[config.mk]
export PLATFORM = sky130hd
export DESIGN_NAME = cssub16_pipe
export DESIGN_NICKNAME = d
export VERILOG_FILES = /design/src/rtl/cssub16_pipe_pkg.sv /design/src/rtl/cssub16_pipe_rcs4.sv /design/src/rtl/cssub16_pipe.sv
export SDC_FILE = /design/constraint.sdc
export NUM_CORES = 1
export LEC_CHECK = 0
export ABC_AREA = 1
export CAP_MARGIN = 20
export CELL_PAD_IN_SITES_DETAIL_PLACEMENT = 1
export CELL_PAD_IN_SITES_GLOBAL_PLACEMENT = 2
export CORE_UTILIZATION = 34
export CTS_CLUSTER_DIAMETER = 120
export CTS_CLUSTER_SIZE = 25
export DETAILED_ROUTE_END_ITERATION = 7
export PLACE_DENSITY = 0.89
export SYNTH_ARGS = -nofsm -noshare
export SYNTH_HDL_FRONTEND = slang
export SYNTH_HIERARCHICAL = 1
export SYNTH_SLANG_ARGS = --single-unit
[constraint.sdc]
create_clock -name clk -period 3.35 [get_ports clk]
set_clock_uncertainty 0.05 [all_clocks]
set_input_delay 0.67 -clock clk [delete_from_list [all_inputs] [get_ports clk]]
set_output_delay 0.67 -clock clk [all_outputs]
set_load 0.02 [all_outputs]
[src/rtl/cssub16_pipe_pkg.sv]
// cssub16_pipe_pkg
//   Shared arithmetic definitions for the pipelined carry-select subtractor:
//   datapath width, carry-select block size, the stage-1 register layout and
//   the 4-bit 2:1 candidate-select cell.
package cssub16_pipe_pkg;

    localparam int WIDTH      = 16;
    localparam int BLOCK      = 4;
    localparam int NUM_BLOCKS = WIDTH / BLOCK;

    // Everything stage 2 needs to finish the subtraction: the already
    // resolved low byte, the carry into block 2, both candidates of the two
    // upper blocks with their generate/propagate bits, and the operand signs.
    typedef struct packed {
        logic [2*BLOCK-1:0] diff_lo;
        logic               c8;
        logic [BLOCK-1:0]   sum2_c0;
        logic [BLOCK-1:0]   sum2_c1;
        logic [BLOCK-1:0]   sum3_c0;
        logic [BLOCK-1:0]   sum3_c1;
        logic               g2;
        logic               p2;
        logic               g3;
        logic               p3;
        logic               a_msb;
        logic               b_msb;
    } s1_reg_t;

    // 4-bit 2:1 mux cell: picks the carry-in-1 candidate when sel is 1.
    function automatic logic [BLOCK-1:0] mux2_4(input logic             sel,
                                                input logic [BLOCK-1:0] d0,
                                                input logic [BLOCK-1:0] d1);
        return sel ? d1 : d0;
    endfunction

endpackage

[src/rtl/cssub16_pipe_rcs4.sv]
// cssub16_pipe_rcs4
//   4-bit ripple adder with inverted B operand: {cout, sum} = a + ~b + cin.
//   Ports:
//     a    in  4  minuend slice
//     b    in  4  subtrahend slice (inverted internally)
//     cin  in  1  carry-in
//     sum  out 4  a + ~b + cin, low 4 bits
//     cout out 1  carry-out
module cssub16_pipe_rcs4
    import cssub16_pipe_pkg::*;
(
    input  logic [BLOCK-1:0] a,
    input  logic [BLOCK-1:0] b,
    input  logic             cin,
    output logic [BLOCK-1:0] sum,
    output logic             cout
);

    assign {cout, sum} = {1'b0, a} + {1'b0, ~b} + {{BLOCK{1'b0}}, cin};

endmodule

[src/rtl/cssub16_pipe.sv]
// cssub16_pipe
//   Two-stage pipelined 16-bit carry-select subtractor, Diff = A - B - Bin,
//   with valid/ready handshakes. Stage 1 resolves the low byte and c8 and
//   keeps both candidates of the upper blocks; stage 2 selects the upper
//   blocks and forms the flags.
//   Ports:
//     clk        in  1   rising-edge clock
//     reset      in  1   synchronous, active-high reset
//     in_valid   in  1   operand set present on A, B, Bin
//     in_ready   out 1   operand set accepted this cycle
//     A, B       in  16  minuend, subtrahend
//     Bin        in  1   borrow-in
//     out_valid  out 1   Diff and flags valid
//     out_ready  in  1   consumer takes the result this cycle
//     Diff       out 16  A - B - Bin mod 2^16
//     Bout       out 1   borrow-out (unsigned A < B + Bin)
//     Zero, Neg, Ovf out 1  result flags
module cssub16_pipe
    import cssub16_pipe_pkg::*;
(
    input  logic             clk,
    input  logic             reset,
    input  logic             in_valid,
    output logic             in_ready,
    input  logic [WIDTH-1:0] A,
    input  logic [WIDTH-1:0] B,
    input  logic             Bin,
    output logic             out_valid,
    input  logic             out_ready,
    output logic [WIDTH-1:0] Diff,
    output logic             Bout,
    output logic             Zero,
    output logic             Neg,
    output logic             Ovf
);

    // ---------------- handshake ----------------
    logic s1_valid;
    logic s1_adv;
    logic s2_adv;

    assign s2_adv   = !out_valid || out_ready;
    assign s1_adv   = !s1_valid || s2_adv;
    assign in_ready = s1_adv;

    // ---------------- stage 1: block candidates ----------------
    logic [NUM_BLOCKS-1:0][BLOCK-1:0] sum_c0;
    logic [NUM_BLOCKS-1:0][BLOCK-1:0] sum_c1;
    logic [NUM_BLOCKS-1:0]            g;
    logic [NUM_BLOCKS-1:0]            p;

    for (genvar j = 0; j < NUM_BLOCKS; j++) begin : g_blk
        cssub16_pipe_rcs4 u_cand0 (
            .a    (A[BLOCK*j +: BLOCK]),
            .b    (B[BLOCK*j +: BLOCK]),
            .cin  (1'b0),
            .sum  (sum_c0[j]),
            .cout (g[j])
        );
        cssub16_pipe_rcs4 u_cand1 (
            .a    (A[BLOCK*j +: BLOCK]),
            .b    (B[BLOCK*j +: BLOCK]),
            .cin  (1'b1),
            .sum  (sum_c1[j]),
            .cout (p[j])
        );
    end

    // Subtraction runs as A + ~B + ~Bin, so the chain's carry-in is ~Bin.
    logic    c0;
    logic    c4;
    logic    c8;
    s1_reg_t s1_d;
    s1_reg_t s1_q;

    assign c0 = ~Bin;
    assign c4 = g[0] | (p[0] & c0);
    assign c8 = g[1] | (p[1] & c4);

    always_comb begin
        // NOTE: assign a full default first so no path through the block leaves a field unassigned (which would infer a latch).
        s1_d         = '0;
        s1_d.diff_lo = {mux2_4(c4, sum_c0[1], sum_c1[1]),
                        mux2_4(c0, sum_c0[0], sum_c1[0])};
        s1_d.c8      = c8;
        s1_d.sum2_c0 = sum_c0[2];
        s1_d.sum2_c1 = sum_c1[2];
        s1_d.sum3_c0 = sum_c0[3];
        s1_d.sum3_c1 = sum_c1[3];
        s1_d.g2      = g[2];
        s1_d.p2      = p[2];
        s1_d.g3      = g[3];
        s1_d.p3      = p[3];
        s1_d.a_msb   = A[WIDTH-1];
        s1_d.b_msb   = B[WIDTH-1];
    end

    always_ff @(posedge clk) begin
        // NOTE: sequential state uses non-blocking assignments so every register samples pre-edge values.
        if (reset) begin
            s1_valid <= 1'b0;
        end else if (s1_adv) begin
            s1_valid <= in_valid;
        end
    end

    // NOTE: the stage-1 payload is not reset; s1_valid qualifies it, so stale contents are never observed.
    always_ff @(posedge clk) begin
        if (s1_adv && in_valid) begin
            s1_q <= s1_d;
        end
    end

    // ---------------- stage 2: upper-block select and flags ----------------
    logic             c12;
    logic             c16;
    logic [WIDTH-1:0] diff_full;

    assign c12       = s1_q.g2 | (s1_q.p2 & s1_q.c8);
    assign c16       = s1_q.g3 | (s1_q.p3 & c12);
    assign diff_full = {mux2_4(c12,     s1_q.sum3_c0, s1_q.sum3_c1),
                        mux2_4(s1_q.c8, s1_q.sum2_c0, s1_q.sum2_c1),
                        s1_q.diff_lo};

    always_ff @(posedge clk) begin
        if (reset) begin
            out_valid <= 1'b0;
            Diff      <= '0;
            Bout      <= 1'b0;
            Zero      <= 1'b0;
            Neg       <= 1'b0;
            Ovf       <= 1'b0;
        end else if (s2_adv) begin
            out_valid <= s1_valid;
            // Keep the last result on the outputs while the stage runs empty.
            if (s1_valid) begin
                Diff <= diff_full;
                Bout <= ~c16;
                Zero <= (diff_full == '0);
                Neg  <= diff_full[WIDTH-1];
                Ovf  <= (s1_q.a_msb != s1_q.b_msb) &&
                        (diff_full[WIDTH-1] != s1_q.a_msb);
            end
        end
    end

endmodule

==> impl_metrics.toml <==
[clock_tree]
cts-root-buf = "clkbuf_8"
cts_resized = 0
cts_tree = "built"
clock-sinks = 52
clk_transition_reported_paths_ns = 0.08
post_cts_buffers = 0
htree_levels = 2
ctsLongestPathBuffers = 2
clock_latency_ns = 0.29
postCtsHoldBufs = 0
cts_inserted_buffers = 5

[synth]
avgSynthCellArea_um2 = 8.14
yosys_warnings = 6
synth_top_area_cell = "edfxtp_1"
synth_cells = 419
synth.area.top_cells = "edfxtp_1 (27%), dfxtp_1 (12%), inv_1 (11%)"
synth_cell_types = 24
synth_top_area_share = 0.273
seq_area_frac_synth = 0.396
ys_ff_latch = 52
synthesis.area_um2 = 3410

[route]
wl_per_cell_um = 11.5
first_iter_violations = 38
drc = 0
final_antenna_net_count = 0
vias = 2745
vias_per_cell = 4.43
routed_wl_um = 7110
drt_pass1_iterations = 4

[sta]
finalMaxSlewViolations = 0
final.min_clock_period_ns = 2.79
hold_viol = 0
rsz0062_at_grt = "false"
timing.fmax_mhz = 359
fin_crit_sh = 0.831
finalSetupTns_ns = 0
setup_violations = 0

[finish]
postLayoutCellArea_um2 = 4250
nNetsFinal = 563
diodes = 0
drive_gt1_frac = 0.0267
final_common_cell = "inv_1"
nFillCells = 1222
areaGrowthSynthToFinish_pct = 24.6
final_cell_mix = "inv_1 (99), nand2_1 (83), clkdlybuf4s50_1 (58)"

[critical_path]
startpoint_type = "input pin"
critical_path_class = "in -> reg"
critical_path_required_ns = 3.35
arrival_ns = 2.78
critPathMaxFanout = 5
rr_worst_depth = 5
end_kind = "flip-flop"

[global_routing]
grt_overflow = 0
antenna_found_initial = 0
grt_pass1_vias = 2859
grt_usage = 0.150
grt_pass1_wl_um = 12300
grt_max_degree = 32

[die]
die_area_um2 = 10400
rows = 36
die_x_um = 102
die_y_um = 102
initial_core_util = 0.350
io_pins = 59
core_area_um2 = 9730

[place]
io_buffers = 58
dpl_cell_area_um2 = 4170
globalplace.congestion = 0.765
dp_hpwl_um = 6020

[run]
maxCapViolations = 0

[worst_hold_path]
hp-class = "reg -> reg"
holdPathStages = 2

[power_and_ir_drop]
finalPower_uw = 1560
vdd_drop_max_mv = 0.192
leakagePower_uw = 0.00208
p_per_area_nw_per_um2 = 368

[status]
outcome = "finished, final reports clean"
==> routing by layer <==
metal / global-route usage / vias to the layer above / routed length (um)
met3: 0.0205 / 6 / 208
met4: 0.0418 / 0 / 85
met2: 0.298 / 43 / 3910
met5: 0 / - / 0
li1: - / 1423 / -
met1: 0.163 / 1273 / 2910
==> power by group <==
| group | internal, uW | switching (uW) |
|---|---|---|
| combinational | 194 | 251 |
| clock | 147 | 188 |
| sequential | 756 | 26.6 |
==> final timing paths <==
| kind | from | to | slack (ns) |
|---|---|---|---|
| setup reg to reg | out_valid | Diff[10] | 1.56 |
| hold / removal | Zero | Zero | 0.43 |
| setup / recovery | B[0] | s1_q[22] | 0.56 |
| hold reg to reg | Zero | Zero | 0.43 |
==> synthesized netlist by cell type (all sizes together) <==
cell / n
a211oi: 3
a21o: 2
a21oi: 25
buf: 3
clkbuf: 3
clkinv: 1
conb: 2
dfxtp: 21
edfxtp: 31
fa: 16
ha: 24
inv: 99
nand2: 87
nand3: 28
nand3b: 3
nor2: 38
nor3: 1
o21ai: 16
o21bai: 8
xor2: 8
==> state kept, by name, indices dropped and copies added, names as in the netlist <==
signal / count
Bout: 1
Diff: 16
Ovf: 1
Zero: 1
diff_full: 8
out_valid: 1
s1_q: 23
s1_valid: 1
==> cells by family (layout without fill, tap and decap cells) <==
| logic type | after synthesis | in the layout | synth area share |
|---|---|---|---|
| simple gates | 157 | 157 | 0.191 |
| buf+inv | 106 | 168 | 0.119 |
| compound gates | 54 | 54 | 0.0892 |
| flops | 52 | 52 | 0.396 |
| fa+ha+maj | 40 | 40 | 0.182 |
| xor+xnor | 8 | 8 | 0.0206 |
| other cells | 2 | 8 | 0.00220 |
==> critical path, stage by stage <==
cell and delay, ns:
clkdlybuf4s50_1 0.53, fa_1 0.19, inv_1 0.07, fa_1 0.39, a21oi_1 0.16, o21bai_1 0.07, a21oi_1 0.32, inv_1 0.18
a21o_1 0.20
==> layout make-up <==
class / count / area, um^2 / area share
clock buffer: 7 / 76.3 / 0.0180
inverter: 100 / 375 / 0.0884
tap: 133 / 166 / 0.0392
sequential: 52 / 1350 / 0.318
timing repair buffer: 60 / 596 / 0.140
clock inverter: 1 / 5.00 / 0.00118
multi-input combinational: 267 / 1680 / 0.395
==> metrics by stage <==
| stage | hold WS (ns) | util | cells | setup slack, ns |
|---|---|---|---|---|
| after floorplan | 0.421 | - | 425 | 0.958 |
| after global placement | 0.407 | 0.428 | 612 | 0.315 |
| after detailed placement | 0.420 | 0.428 | 612 | 0.241 |
| after CTS | 0.432 | 0.436 | 620 | 0.551 |
| after global routing | 0.456 | 0.436 | 620 | 0.356 |
| final | 0.434 | 0.436 | 620 | 0.565 |
Power figures use the tool's default switching activity.
==> RTL change, RTL diff (same settings) <==
Put one more register stage on the output `Ovf`, cleared by the reset. The value now appears one clock later. The other outputs are not delayed to match.
--- a/src/rtl/cssub16_pipe.sv
+++ b/src/rtl/cssub16_pipe.sv
@@ -33,6 +33,8 @@
     output logic             Neg,
     output logic             Ovf
 );
+
+    logic Ovf_s0;
 
     // ---------------- handshake ----------------
     logic s1_valid;
@@ -129,7 +131,7 @@
             Bout      <= 1'b0;
             Zero      <= 1'b0;
             Neg       <= 1'b0;
-            Ovf       <= 1'b0;
+            Ovf_s0    <= 1'b0;
         end else if (s2_adv) begin
             out_valid <= s1_valid;
             // Keep the last result on the outputs while the stage runs empty.
@@ -138,11 +140,19 @@
                 Bout <= ~c16;
                 Zero <= (diff_full == '0);
                 Neg  <= diff_full[WIDTH-1];
-                Ovf  <= (s1_q.a_msb != s1_q.b_msb) &&
+                Ovf_s0 <= (s1_q.a_msb != s1_q.b_msb) &&
                         (diff_full[WIDTH-1] != s1_q.a_msb);
             end
         end
     end
 
+    always_ff @(posedge clk) begin
+        if (reset) begin
+            Ovf <= '0;
+        end else begin
+            Ovf <= Ovf_s0;
+        end
+    end
+
 endmodule
 
Behaviour: not the same (a bounded check fails within 4 cycles, from zero or initial values and one cycle with reset high).
==> RTL change against the unedited design <==
Power is 7.1% higher; highest routed layer unchanged; critical path type is now in -> out; area after synthesis rose by 1.3%; sequential power increased by 2%; setup slack better by 0.16 ns; sequential cell count rose by 1; wire length is 0.98% lower; die area rose by 1.3%; largest power group unchanged; design area grew 1.6%; combinational power hardly changed.
==> RTL change: results (changes against the unedited design) <==
| Metric | Value |
|---|---|
| Status | completed (unchanged) |
| Post-synthesis adder-cell area fraction | 0.180 (was 0.182) |
| Unique masters post-synth | 26 (was 24) |
| Internal reg-to-reg setup slack | 1.75 ns (was 1.56 ns) |
| Sequential area share after synthesis | 0.397 (was 0.396) |
| CP arrival | 1.90 ns (was 2.78 ns) |
| Sequential fraction of design power | 0.475 (was 0.501) |
| Clock Power | 434 uW (was 335 uW) |
| Design Power | 1.67 mW (was 1.56 mW) |
| DP HPWL | 5970 microns (was 6020 microns) |
| Dpl ws | 0.384 ns (was 0.241 ns) |
| First-pass GRT wire length | 11800 microns (was 12300 microns) |
| Largest cells by area after synthesis | edfxtp_1 27%, dfxtp_1 13%, inv_1 11%, fa_1 9.3%, nand2_1 8.9% (was edfxtp_1 27%, dfxtp_1 12%, inv_1 11%, fa_1 9.4%, nand2_1 9.1%) |
| Placed cells | 613 (was 612) |
| CP max stage delay | 0.62 ns (was 0.53 ns) |
| Int Pwr | 1.19 mW (was 1.10 mW) |
| GRT Total Usage | 0.145 (was 0.150) |
| Routability cong. | 0.807 (was 0.765) |
| XOR/XNOR Fraction of Synth Area | 0.0203 (was 0.0206) |
| Routed len/inst | 11.3 microns (was 11.5 microns) |
| Post-Layout Cell Count | 621 (was 620) |
| Syn avg cell area | 8.20 sq um (was 8.14 sq um) |
| Dpl cell area | 4200 sq um (was 4170 sq um) |
| Fill cells | 1212 (was 1222) |
| Leak Pwr | 2.11 nW (was 2.08 nW) |
| Post-DR vias/cell | 4.40 (was 4.43) |
| Nets | 564 (was 563) |
| Min-delay src | Ovf_s0$_SDFFE_PP0P_ (was Zero$_SDFFE_PP0P_) |
| Worst Reg-to-Reg Cells | 6 (was 5) |
| Post-synth top cells | 100 x inv_1, 82 x nand2_1, 36 x nor2_1 (was 99 x inv_1, 83 x nand2_1, 38 x nor2_1) |
| Crit path max fanout | 3 (was 5) |
| Fin crit period | 2.62 ns (was 2.79 ns) |
-- RTL change: worst max-delay path by stage --
stage,end,depth (start not counted),start
final,in_ready,4,out_ready
after CTS,s1_q[22]$_DFFE_PP_,9,B[0]
after global routing,s1_q[22]$_DFFE_PP_,9,B[0]
after global placement,s1_q[22]$_DFFE_PP_,9,B[0]
after detailed placement,s1_q[22]$_DFFE_PP_,9,B[0]
after floorplan,s1_q[22]$_DFFE_PP_,9,A[0]
-- RTL change: layout make-up --
cell class,count,area [sq um],area share
Inverter,101,379,0.0879
Sequential cell,53,1370,0.318
Multi-Input combinational cell,267,1700,0.393
Timing Repair Buffer,59,588,0.136
Clock inverter,3,46.3,0.0107
Clock buffer,5,68.8,0.0159
Tap cell,133,166,0.0386
-- RTL change: routing by layer --
layer / share of wire / wire, microns / GRT usage
met4: 0.012 / 82 / 0.0390
met3: 0.030 / 211 / 0.0217
met1: 0.43 / 3010 / 0.162
met2: 0.53 / 3740 / 0.283
met5: 0 / 0 / 0
